==> config.mk <==
export PLATFORM = sky130hd
export DESIGN_NAME = had_inj_arb_flat
export DESIGN_NICKNAME = d
export VERILOG_FILES = /design/src/rtl/had_inj_arb_if.sv /design/src/rtl/had_inj_arb.sv /design/src/flat_wrapper.sv
export SDC_FILE = /design/constraint.sdc
export NUM_CORES = 1
export LEC_CHECK = 0
export CAP_MARGIN = 25
export CORE_MARGIN = 10
export CORE_UTILIZATION = 45
export CTS_CLUSTER_SIZE = 28
export DETAILED_ROUTE_END_ITERATION = 8
export GPL_TIMING_DRIVEN = 0
export PLACE_DENSITY = 0.78
export SLEW_MARGIN = 20
export SYNTH_ARGS = -nofsm -noshare
export SYNTH_HDL_FRONTEND = slang
export SYNTH_SLANG_ARGS = --single-unit
==> constraint.sdc <==
create_clock -name had_clk -period 3 [get_ports had_clk]
set_input_delay 0.45 -clock had_clk [delete_from_list [all_inputs] [get_ports had_clk]]
set_output_delay 0.45 -clock had_clk [all_outputs]
set_load 0.02 [all_outputs]
==> src/rtl/had_inj_arb_if.sv <==
// had_inj_arb_if: injection-port bundle between debug requesters, arbiter and IU
interface had_inj_arb_if #(parameter int NREQ = 3);
    logic                 dbg_mode;
    logic [NREQ-1:0]      req_vld;
    logic [NREQ*32-1:0]   req_inst;
    logic [NREQ-1:0]      req_lock;
    logic [NREQ-1:0]      req_ack;
    logic [NREQ-1:0]      req_err;
    logic                 inj_inst_vld;
    logic [31:0]          inj_inst;
    logic                 inj_inst_ack;
    logic                 iu_had_xx_retire;
    logic [NREQ-1:0]      owner;
    logic                 busy;
    modport master (
        output dbg_mode, req_vld, req_inst, req_lock, inj_inst_ack, iu_had_xx_retire,
        input  req_ack, req_err, inj_inst_vld, inj_inst, owner, busy
    );
    modport slave (
        input  dbg_mode, req_vld, req_inst, req_lock, inj_inst_ack, iu_had_xx_retire,
        output req_ack, req_err, inj_inst_vld, inj_inst, owner, busy
    );
endinterface

==> src/rtl/had_inj_arb.sv <==
// had_inj_arb: round-robin arbiter/sequencer for the debug instruction-injection port
module had_inj_arb #(
    parameter int NREQ  = 3,
    parameter int TMO_W = 8
) (
    input logic          had_clk,
    input logic          hadrst,
    had_inj_arb_if.slave bus
);
    localparam int PW = $clog2(NREQ);
    typedef enum logic [1:0] {IDLE, ISSUE, WAIT_RET, HOLD} state_t;
    state_t state, state_nxt;
    logic [PW-1:0] rr_ptr, rr_nxt, own_idx, own_nxt, win_idx, cand_idx;
    logic [NREQ-1:0] owner_q, owner_nxt, ack_q, ack_nxt, err_q, err_nxt, cand;
    logic vld_q, vld_nxt;
    logic [31:0] inst_q, inst_nxt;
    logic [31:0] inst_arr [NREQ];
    logic [TMO_W-1:0] tmo_q, tmo_nxt, tmo_inc;
    for (genvar i = 0; i < NREQ; i++) begin : g_inst
        assign inst_arr[i] = bus.req_inst[32*i+31:32*i];
    end
    assign tmo_inc = tmo_q + 1'b1;
    // round-robin pick starting after rr_ptr; a requester whose ack/err is pulsing still holds its old request and is skipped
    always_comb begin
        cand = bus.req_vld & ~(ack_q | err_q);
        win_idx = '0;
        cand_idx = '0;
        for (int k = NREQ; k >= 1; k--) begin
            cand_idx = PW'((int'(rr_ptr) + k) % NREQ);
            if (cand[cand_idx]) win_idx = cand_idx;
        end
    end
    // next-state and next registered outputs
    always_comb begin
        state_nxt = state;
        rr_nxt    = rr_ptr;
        own_nxt   = own_idx;
        owner_nxt = owner_q;
        ack_nxt   = '0;
        err_nxt   = '0;
        vld_nxt   = vld_q;
        inst_nxt  = inst_q;
        tmo_nxt   = tmo_q;
        case (state)
            IDLE: if (bus.dbg_mode && |cand) begin
                state_nxt = ISSUE;
                own_nxt   = win_idx;
                owner_nxt = '0;
                owner_nxt[win_idx] = 1'b1;
                inst_nxt  = inst_arr[win_idx];
                vld_nxt   = 1'b1;
            end
            ISSUE: if (bus.inj_inst_ack) begin
                state_nxt = WAIT_RET;
                vld_nxt   = 1'b0;
                tmo_nxt   = '0;
            end else if (!bus.dbg_mode) begin
                state_nxt = IDLE;
                vld_nxt   = 1'b0;
                err_nxt   = owner_q;
                rr_nxt    = own_idx;
                owner_nxt = '0;
            end
            WAIT_RET: if (bus.iu_had_xx_retire) begin
                ack_nxt = owner_q;
                if (bus.req_lock[own_idx]) state_nxt = HOLD;
                else begin
                    state_nxt = IDLE;
                    rr_nxt    = own_idx;
                    owner_nxt = '0;
                end
            end else begin
                tmo_nxt = tmo_inc;
                if (&tmo_inc) begin
                    state_nxt = IDLE;
                    err_nxt   = owner_q;
                    rr_nxt    = own_idx;
                    owner_nxt = '0;
                end
            end
            HOLD: if (!bus.dbg_mode || (~|ack_q && !bus.req_vld[own_idx] && !bus.req_lock[own_idx])) begin
                state_nxt = IDLE;
                rr_nxt    = own_idx;
                owner_nxt = '0;
            end else if (~|ack_q && bus.req_vld[own_idx]) begin
                state_nxt = ISSUE;
                inst_nxt  = inst_arr[own_idx];
                vld_nxt   = 1'b1;
            end
            default: state_nxt = IDLE;
        endcase
    end
    // state and output registers
    always_ff @(posedge had_clk) begin
        if (hadrst) begin
            state   <= IDLE;
            rr_ptr  <= PW'(NREQ - 1);
            own_idx <= '0;
            owner_q <= '0;
            ack_q   <= '0;
            err_q   <= '0;
            vld_q   <= 1'b0;
            inst_q  <= '0;
            tmo_q   <= '0;
        end else begin
            state   <= state_nxt;
            rr_ptr  <= rr_nxt;
            own_idx <= own_nxt;
            owner_q <= owner_nxt;
            ack_q   <= ack_nxt;
            err_q   <= err_nxt;
            vld_q   <= vld_nxt;
            inst_q  <= inst_nxt;
            tmo_q   <= tmo_nxt;
        end
    end
    assign bus.req_ack      = ack_q;
    assign bus.req_err      = err_q;
    assign bus.inj_inst_vld = vld_q;
    assign bus.inj_inst     = inst_q;
    assign bus.owner        = owner_q;
    assign bus.busy         = state != IDLE;
endmodule

==> src/flat_wrapper.sv <==
// flat-port wrapper written by rule: the top's interface ports become plain ports
module had_inj_arb_flat 
#(
    parameter int NREQ  = 3,
    parameter int TMO_W = 8
)
  (had_clk, hadrst, bus_dbg_mode, bus_req_vld, bus_req_inst, bus_req_lock, bus_inj_inst_ack, bus_iu_had_xx_retire, bus_req_ack, bus_req_err, bus_inj_inst_vld, bus_inj_inst, bus_owner, bus_busy);
  had_inj_arb_if #(.NREQ(NREQ)) bus_i ();
  input logic had_clk;
  input logic hadrst;
  input wire logic [$bits(bus_i.dbg_mode)-1:0] bus_dbg_mode;
  input wire logic [$bits(bus_i.req_vld)-1:0] bus_req_vld;
  input wire logic [$bits(bus_i.req_inst)-1:0] bus_req_inst;
  input wire logic [$bits(bus_i.req_lock)-1:0] bus_req_lock;
  input wire logic [$bits(bus_i.inj_inst_ack)-1:0] bus_inj_inst_ack;
  input wire logic [$bits(bus_i.iu_had_xx_retire)-1:0] bus_iu_had_xx_retire;
  output wire logic [$bits(bus_i.req_ack)-1:0] bus_req_ack;
  output wire logic [$bits(bus_i.req_err)-1:0] bus_req_err;
  output wire logic [$bits(bus_i.inj_inst_vld)-1:0] bus_inj_inst_vld;
  output wire logic [$bits(bus_i.inj_inst)-1:0] bus_inj_inst;
  output wire logic [$bits(bus_i.owner)-1:0] bus_owner;
  output wire logic [$bits(bus_i.busy)-1:0] bus_busy;
  assign bus_i.dbg_mode = bus_dbg_mode;
  assign bus_i.req_vld = bus_req_vld;
  assign bus_i.req_inst = bus_req_inst;
  assign bus_i.req_lock = bus_req_lock;
  assign bus_i.inj_inst_ack = bus_inj_inst_ack;
  assign bus_i.iu_had_xx_retire = bus_iu_had_xx_retire;
  assign bus_req_ack = bus_i.req_ack;
  assign bus_req_err = bus_i.req_err;
  assign bus_inj_inst_vld = bus_i.inj_inst_vld;
  assign bus_inj_inst = bus_i.inj_inst;
  assign bus_owner = bus_i.owner;
  assign bus_busy = bus_i.busy;
  had_inj_arb #(.NREQ(NREQ), .TMO_W(TMO_W)) u_core (.had_clk(had_clk), .hadrst(hadrst), .bus(bus_i));
endmodule
==> metrics.txt <==
most numerous cell in the Yosys netlist nand2_1; Most used DFF post-synth dfxtp_1; Slew HR 0.483; Worst Tran Pin Value 0.766 ns; Tmin final 2.73 ns; worst clock skew 0.0117 ns; worst reg2reg path endpoint u_core.bus.inj_inst[24]; largest net degree at the start of global routing 18; Post-synth EDFFs 0; Distinct cells, synth 53; setup repair bufs after CTS 0; Cell Count, Final, Fillers Out 787; status completed; Die Span Y 115 µm; Avg Cell Area, Syn 7.75 µm²; Synthesized Nets 639; clock network power share 0.179; Switch Pwr 957 µW; crit path capture type flip-flop; share of cells above drive strength 1 0.0427; Post-CTS Resized 0; Hold Path Stages 1; Multi-input gate area 2670 µm²; Arr. time, crit path 2.94 ns; Async S/R FF share, synth 0; Pre-antenna DRT Iters 5; Placed Cells 779; Int Pwr 1590 µW; Die Wd 115 µm; final antenna-violating net count 0; Syn Std Cell Area 4040 µm²; combinational share of power 0.466; # DRC 0; # fillers 768; latest clock arrival within the worst-skew pair 0.32 ns; Initial Utilization 0.464; Clock Tree Buf Depth 2; cell taking the most area after synthesis dfxtp_1; Clk pin slew, worst setup/hold paths 0.10 ns; top post-synthesis cells by area dfxtp_1 (28%), mux2i_1 (9.2%), a32o_1 (7.9%); clock sink count 56; final period utilization 0.911; R2R depth 10; GP Congestion 0.982; cell count after synthesis 522; Post-synth top cells nand2_1 (72), dfxtp_1 (56), a21oi_1 (44), o21ai_0 (44); Final Hold Viols 0; reg2reg start u_core.rr_ptr[0]; synthesis-stage register bit count 56; Die Area 13200 µm²; PortBufs 149; Cell Rows 34; IO Pins 150; YS warnings 0; VDD IR max 0.242 mV; final setup TNS 0 ns; critical setup path kind input port to flip-flop; CTS tree built; Synth-to-Final Area Change 42.6%; H-Tree Depth 2; # diodes 0; CTS Buf Count 5; via count 4811; Hold EP u_core.bus.inj_inst[23]; final wirelength 16000 µm; RSZ-0062 raised after global routing false; CTS root buffer clkbuf_8; R2R Setup Slk 0.37 ns; vias in the first global route 4700; Worst Path Max Fanout 10; GRT overflow 0; final net count 795; count of final setup violators 0; power per standard cell area 441 nW/µm²; Seq/Total Area, Yosys 0.277; register area 1120 µm²; placed wire-length estimate 12000 µm; hold path startpoint u_core.bus.inj_inst[23]; Avg WL per Cell 20.3 µm; Yosys top cell area share 0.277; Initial DRC Count 340; All-Layer GR Usage 0.229; fmax 0.366 GHz; first-pass GRT wire length 25200 µm; Net Sw Frac 0.376; vias per inst 6.11; Startpoint Class input port; max-slew violations 0; core footprint 8720 µm²; Worst EP required 3.21 ns; Reg power frac 0.355; Worst Hold Class flip-flop to flip-flop; hold_buf cts 0; initial antenna violation count 0; Pleak 0.00195 µW; total of max-cap violations 0
worst max path at each step:
| stage | from | end | slack [ns] | depth (start not counted) |
|---|---|---|---|---|
| final | bus_req_vld[1] | u_core.bus.inj_inst[24] | 0.27 | 9 |
| after detailed placement | bus_req_vld[1] | u_core.bus.inj_inst[24] | 0.01 | 9 |
| after floorplan | u_core.rr_ptr[0] | u_core.bus.inj_inst[0] | 0.83 | 10 |
| after global placement | bus_req_vld[1] | u_core.bus.inj_inst[22] | 0.05 | 9 |
| after CTS | bus_req_vld[1] | u_core.bus.inj_inst[24] | 0.31 | 9 |
| after global routing | bus_req_vld[1] | u_core.bus.inj_inst[27] | 0.14 | 9 |
per-stage QoR:
stage	total power, µW	area [µm²]	util	setup WS (ns)	hold WS (ns)
CTS	2550	5770	0.661	0.312	0.482
finish	2550	5770	0.661	0.267	0.475
detailed placement	2100	5670	0.650	0.0136	0.454
global route	2690	5770	0.661	0.143	0.497
global placement	2070	5670	0.650	0.0544	0.448
floorplan	1570	4040	-	0.835	0.463
per-layer routing:
layer,global-route usage,up-vias,part of all wire
met5,0,-,0
met4,0.0611,0,0.019
met3,0.0604,25,0.097
met2,0.379,251,0.47
met1,0.287,2265,0.42
li1,-,2270,-
final cells by class:
type,instances,area share
clock inverter,2,0.00239
timing repair buffer,149,0.259
tap,108,0.0234
buffer,46,0.0397
clock buffer,6,0.0143
multi-input combinational,414,0.463
sequential,56,0.194
inverter,6,0.00391
worst max-delay path, stage by stage:
cell	delay (ns)
clkdlybuf4s50_1	0.52
nor3b_1	0.54
nor4_1	0.12
o21a_1	0.19
clkbuf_1	0.21
clkbuf_1	0.30
a21oi_1	0.24
nand3_1	0.11
a32o_1	0.26
logic make-up after synthesis:
logic type	Yosys count	share of synthesized area
flops	56	0.277
compound gates	182	0.308
mux	37	0.0916
buf+inv	52	0.0622
xor+xnor	1	0.00217
fa+ha+maj	11	0.0337
simple gates	183	0.225
layout by cell type (no fill, tap or decap), types with 6 or more instances in the layout:
cell type and n:
nand2_1 72, inv_1 6, nand3_1 37, nand3b_1 6
and2_1 6, a32o_1 32, ha_1 10, clkbuf_1 26
clkbuf_8 6, nor3b_1 7, nor2b_1 8, a21oi_1 44
mux2i_1 37, dfxtp_1 56, o211ai_1 33, buf_2 9
clkdlybuf4s50_1 149, o21ai_0 44, nor2_1 20
sequential cells by signal, indices dropped and copies added (netlist names):
signal	cells
u_core.bus.inj_inst	32
u_core.bus.inj_inst_vld	1
u_core.bus.owner	3
u_core.bus.req_ack	3
u_core.bus.req_err	3
u_core.own_idx	2
u_core.rr_ptr	2
u_core.state	2
u_core.tmo_q	8
power groups by stage:
stage | Clock (µW) | Combinational [µW] | Sequential (µW)
after floorplan | 0 | 548 | 1020
after global placement | 0 | 1160 | 918
after detailed placement | 0 | 1180 | 920
after CTS | 468 | 1180 | 903
after global routing | 499 | 1280 | 915
final | 455 | 1190 | 904
(Power assumes the default switching activity.)
